### src/rtl/alt_pfl_crc_ctrl.sv
// alt_pfl_crc_ctrl: frame sequencer for the byte-wise CRC-16 engine.
// Clears the engine, streams N bytes into it, then rotates the 16-bit result
// out through the serial port (engine contents preserved) and reports it.
module alt_pfl_crc_ctrl #(
    parameter int CNT_W = 16
) (
    input  logic             clk,
    input  logic             clr,
    input  logic             start,
    input  logic             abort,
    input  logic [CNT_W-1:0] byte_count,
    input  logic [15:0]      expected_crc,
    input  logic [7:0]       din,
    input  logic             din_valid,
    output logic             din_ready,
    output logic             crc_clr,
    output logic             crc_ena,
    output logic [7:0]       crc_d,
    output logic             crc_shiftenable,
    output logic             crc_shiftin,
    input  logic             crc_shiftout,
    output logic             busy,
    output logic             done,
    output logic [15:0]      crc_value,
    output logic             crc_match
);

    typedef enum logic [2:0] {
        S_IDLE, S_CLEAR, S_DATA, S_SHIFT, S_DONE
    } state_t;

    state_t           state_q, state_d;
    logic [CNT_W-1:0] rem_q, rem_d;
    logic [15:0]      exp_q, exp_d;
    logic [15:0]      cap_q, cap_d;
    logic [3:0]       cnt_q, cnt_d;
    logic [15:0]      crc_value_q, crc_value_d;
    logic             crc_match_q, crc_match_d;
    logic             crc_clr_q, crc_clr_d;
    logic             shen_q, shen_d;
    logic             busy_q, busy_d;
    logic             done_q, done_d;

    // Byte handshake is combinational; abort (and reset) refuse the beat.
    always_comb begin
        din_ready   = (state_q == S_DATA) && !abort && !clr;
        crc_ena     = din_ready && din_valid;
        crc_d       = din;
        // Feed the engine's own output back in so 16 shifts restore it.
        crc_shiftin = shen_q && crc_shiftout;
    end

    // Next-state, counters and result capture.
    always_comb begin
        state_d     = state_q;
        rem_d       = rem_q;
        exp_d       = exp_q;
        cap_d       = cap_q;
        cnt_d       = cnt_q;
        crc_value_d = crc_value_q;
        crc_match_d = crc_match_q;
        case (state_q)
            S_IDLE: begin
                if (start && !abort) begin
                    rem_d   = byte_count;
                    exp_d   = expected_crc;
                    state_d = S_CLEAR;
                end
            end
            S_CLEAR: state_d = (rem_q != '0) ? S_DATA : S_SHIFT;
            S_DATA: begin
                if (crc_ena) begin
                    rem_d = rem_q - CNT_W'(1);
                    if (rem_q == CNT_W'(1)) state_d = S_SHIFT;
                end
            end
            S_SHIFT: begin
                // Engine bit 0 comes out first; shifting in from the top
                // leaves cap equal to the engine register after 16 shifts.
                cap_d = {crc_shiftout, cap_q[15:1]};
                cnt_d = cnt_q + 4'd1;
                if (cnt_q == 4'd15) state_d = S_DONE;
            end
            S_DONE:  state_d = S_IDLE;
            default: state_d = S_IDLE;
        endcase
        if (abort && state_q != S_IDLE) begin
            state_d = S_IDLE;
            cnt_d   = '0;
        end
        // Publish the result on entry to DONE so it is visible with done.
        if (state_q == S_SHIFT && state_d == S_DONE) begin
            crc_value_d = cap_d;
            crc_match_d = (cap_d == exp_q);
        end
        // Strobes are decoded from the next state so they are flop outputs.
        crc_clr_d = (state_d == S_CLEAR);
        shen_d    = (state_d == S_SHIFT);
        busy_d    = (state_d != S_IDLE);
        done_d    = (state_d == S_DONE);
    end

    // State registers with synchronous reset.
    always_ff @(posedge clk) begin
        if (clr) begin
            state_q     <= S_IDLE;
            rem_q       <= '0;
            exp_q       <= '0;
            cap_q       <= '0;
            cnt_q       <= '0;
            crc_value_q <= '0;
            crc_match_q <= 1'b0;
            crc_clr_q   <= 1'b0;
            shen_q      <= 1'b0;
            busy_q      <= 1'b0;
            done_q      <= 1'b0;
        end else begin
            state_q     <= state_d;
            rem_q       <= rem_d;
            exp_q       <= exp_d;
            cap_q       <= cap_d;
            cnt_q       <= cnt_d;
            crc_value_q <= crc_value_d;
            crc_match_q <= crc_match_d;
            crc_clr_q   <= crc_clr_d;
            shen_q      <= shen_d;
            busy_q      <= busy_d;
            done_q      <= done_d;
        end
    end

    assign crc_clr         = crc_clr_q;
    assign crc_shiftenable = shen_q;
    assign busy            = busy_q;
    assign done            = done_q;
    assign crc_value       = crc_value_q;
    assign crc_match       = crc_match_q;

endmodule

### config.mk
export PLATFORM = sky130hd
export DESIGN_NAME = alt_pfl_crc_ctrl
export DESIGN_NICKNAME = d
export VERILOG_FILES = /design/src/rtl/alt_pfl_crc_ctrl.sv
export SDC_FILE = /design/constraint.sdc
export NUM_CORES = 1
export LEC_CHECK = 0
export CORE_MARGIN = 1.5
export CORE_UTILIZATION = 55
export CTS_CLUSTER_SIZE = 20
export DETAILED_ROUTE_END_ITERATION = 10
export HOLD_SLACK_MARGIN = 0.06
export PLACE_DENSITY = 0.92
export SETUP_SLACK_MARGIN = 0.02
export SKIP_LAST_GASP = 1
export SLEW_MARGIN = 20
export SYNTH_ARGS = -nofsm -noshare
export SYNTH_HDL_FRONTEND = slang
export SYNTH_SLANG_ARGS = --single-unit
export TNS_END_PERCENT = 50
### constraint.sdc
create_clock -name clk -period 4.8 [get_ports clk]
set_clock_uncertainty 0.2 [all_clocks]
set_input_delay 0.96 -clock clk [delete_from_list [all_inputs] [get_ports clk]]
set_output_delay 0.96 -clock clk [all_outputs]
set_load 0.01 [all_outputs]
==> out/qor.yml <==
antenna_found_initial: 0
drt-initial-drc-count: 153
slew-limit-headroom_pct: 46.3
gp_congestion: 0.833
drt_first_pass_iters: 5
antenna_cells: 0
synth_cell_types: 59
drt-total-wl_um: 8430
path_cells: "clkdlybuf4s50_1 -> nor3_1 -> and2_1 -> clkdlybuf4s50_1"
synth_seq_cells: 76
portBuffers: 61
coreArea_mm2: 0.00635
peakVddDrop_mv: 0.168
worstSetupEndpointType: "output port"
num_vias: 3281
routedWlPerCell_um: 15.3
cts_sinks: 76
insertion_delay_ps: 360
core.rowCount: 29
nets: 521
track_usage_pct: 24.7
yosys_warnings: 0
ys_async_sr_fraction_pct: 0
grt_max_degree: 65
powerDensity_mw_per_mm2: 290
holdWs_ps: 278
syn_area_mm2: 0.00362
ant_nets: 0
finalSetupTns_ps: 0
max_cap_viol_count: 0
syn-instance-count: 435
io_pins: 78
synth_ff_type: "dfxtp_1"
initial_core_util_pct: 57.0
setup_viol: 0
path_common_cell: "clkdlybuf4s50_1"
numCtsBuffers: 9
grt_pass1_wl_um: 14100
synth_edf_count: 0
syn_avg_cell_area_um2: 8.32
vias_per_cell: 5.94
dp_hpwl_um: 5940
fp.dieArea_mm2: 0.00708
crit_required_ps: 3640
status: "finished clean"
cts_tree: "yes"
die_h_um: 84.1
areaGrowthSynthToFinish_pct: 19.4
max_freq_mhz: 253
crit_buf_inv: 2
slew_viol_final: 0
cp-start-kind: "primary input"
fin_crit_ps: 3950
min_path_type: "reg2reg"
cts_setup_buffers: 0
die_width_um: 84.1
rsz0062_at_grt: "false"
drive_gt1_share_pct: 5.68
finalCritPeriodShare_pct: 82.3
critPathTopFamily: "buffers and inverters"
htreeDepth: 3
grt_pass1_vias: 3117
worst_pin_slew_ps: 805
cts.repair.resized: 0
fillCellCount: 509
overflow: 0
root_buffer: "clkbuf_8"
hold_violations: 0
clkTransAtPathRegs_ps: 70
seq_area_frac_synth_pct: 42.0
cp.arrival_ps: 2790
synth_fp_nets: 485
slowest_delay_ps: 550
cts_hold_buf: 0
crit_fanout: 6
drc: 0
crit_type: "in2out"
cpMaxStageDelayCell: "clkdlybuf4s50_1"
clockBufferDepth: 2
p_leak_nw: 1.59
-- cells in the mapped netlist (2+ instances only) --
master	number	area share, %
xnor2_1	7	1.7
buf_4	10	2.1
a41oi_1	2	0.48
nand3_1	4	0.55
nand2b_1	6	1.0
o22ai_1	2	0.35
mux2i_1	11	3.0
clkbuf_1	14	1.5
nor3_1	5	0.69
o211ai_1	3	0.62
o31ai_1	3	0.62
o21a_1	2	0.41
o32ai_1	3	0.73
nor2_1	53	5.5
nand2_1	62	6.4
or2_2	2	0.35
nor3b_1	3	0.62
a32o_1	2	0.55
xor2_1	5	1.2
nand4_1	6	1.0
dfxtp_1	76	42
a221oi_1	3	0.73
nor4_4	2	1.2
and2_1	5	0.86
a21oi_1	40	5.5
and3b_1	3	0.73
nor4_1	4	0.69
a22o_1	2	0.48
ha_1	4	1.4
inv_1	12	1.2
buf_2	12	1.7
a211oi_1	20	4.1
o21ai_0	18	2.5
nor2b_1	3	0.52
a22oi_1	2	0.41
-- state kept, by name (all words and copies together) (netlist names) --
register	cells
cap_q	16
crc_value	16
cnt_q	4
crc_clr	1
exp_q	16
done	1
state_q	3
crc_shiftenable	1
crc_match	1
rem_q	16
busy	1
-- final timing paths --
kind	to	start	depth (start not counted)	slack (ps)
max	crc_ena	abort	4	850
min	exp_q[5]	exp_q[5]	2	280
max reg2reg	crc_match	state_q[0]	5	2270
min reg2reg	exp_q[5]	exp_q[5]	2	280
-- logic make-up (layout without fill, tap and decap cells) --
| kind of cell | count (synthesis) | in the layout | share of synthesized area [%] |
|---|---|---|---|
| xor gates and xnor gates | 12 | 12 | 2.90 |
| DFF | 76 | 76 | 42.0 |
| muxes | 11 | 11 | 3.04 |
| and+or+nand+nor | 166 | 166 | 22.4 |
| adders and majority gates | 4 | 4 | 1.38 |
| buffers and inverters | 50 | 90 | 6.84 |
| AOI/OAI and AO/OA | 116 | 116 | 21.4 |
-- power by group --
part | switching [mW] | internal (mW) | total (mW)
Clock | 0.231 | 0.211 | 0.442
Sequential | 0.0208 | 0.647 | 0.668
Combinational | 0.0769 | 0.0676 | 0.144
Total | 0.329 | 0.926 | 1.25
-- tightest hold or removal path, delay by kind of cell (launching register included) --
| kind | cells | cell delay [ps] |
|---|---|---|
| AO/OA/AOI/OAI | 1 | 50 |
| AND/OR/NAND/NOR | 1 | 60 |
| flip-flops | 1 | 320 |
-- routing by layer --
metal / up-vias / GRT usage, % / share of wire, %
met4: 0 / 13.1 / 3.2
li1: 1596 / - / -
met3: 27 / 3.96 / 4.8
met5: - / 0 / 0
met1: 1528 / 27.6 / 40
met2: 130 / 44.7 / 52
-- layout by cell type (no fill, tap or decap), drive strengths merged, types with 11 or more instances in the layout --
cell | netlist | layout
nand2 | 62 | 62
o21ai | 19 | 19
dfxtp | 76 | 76
mux2i | 11 | 11
inv | 12 | 12
clkbuf | 14 | 11
nor2 | 53 | 53
clkdlybuf4s50 | 0 | 60
a21oi | 40 | 40
a211oi | 20 | 20
-- per-stage QoR --
stage               util [%]  setup WS, ps  total power [mW]  area [um^2]  instances
floorplan                  -          2000             0.775         3620        435
global placement        65.2           978             0.818         4140        537
detailed placement      65.2           910             0.824         4140        537
CTS                     68.0           889              1.26         4320        552
global route            68.1           699              1.30         4320        552
finish                  68.1           849              1.25         4320        552
-- final cells by class --
type / count / area [um^2] / share of cell area (%)
multi-input combinational: 309 / 1860 / 43.1
sequential: 76 / 1520 / 35.2
timing repair buffer: 63 / 621 / 14.4
clock buffer: 11 / 151 / 3.50
tap: 77 / 96.3 / 2.23
inverter: 12 / 45.0 / 1.04
clock inverter: 4 / 25.0 / 0.579
(Power assumes the default switching activity.)
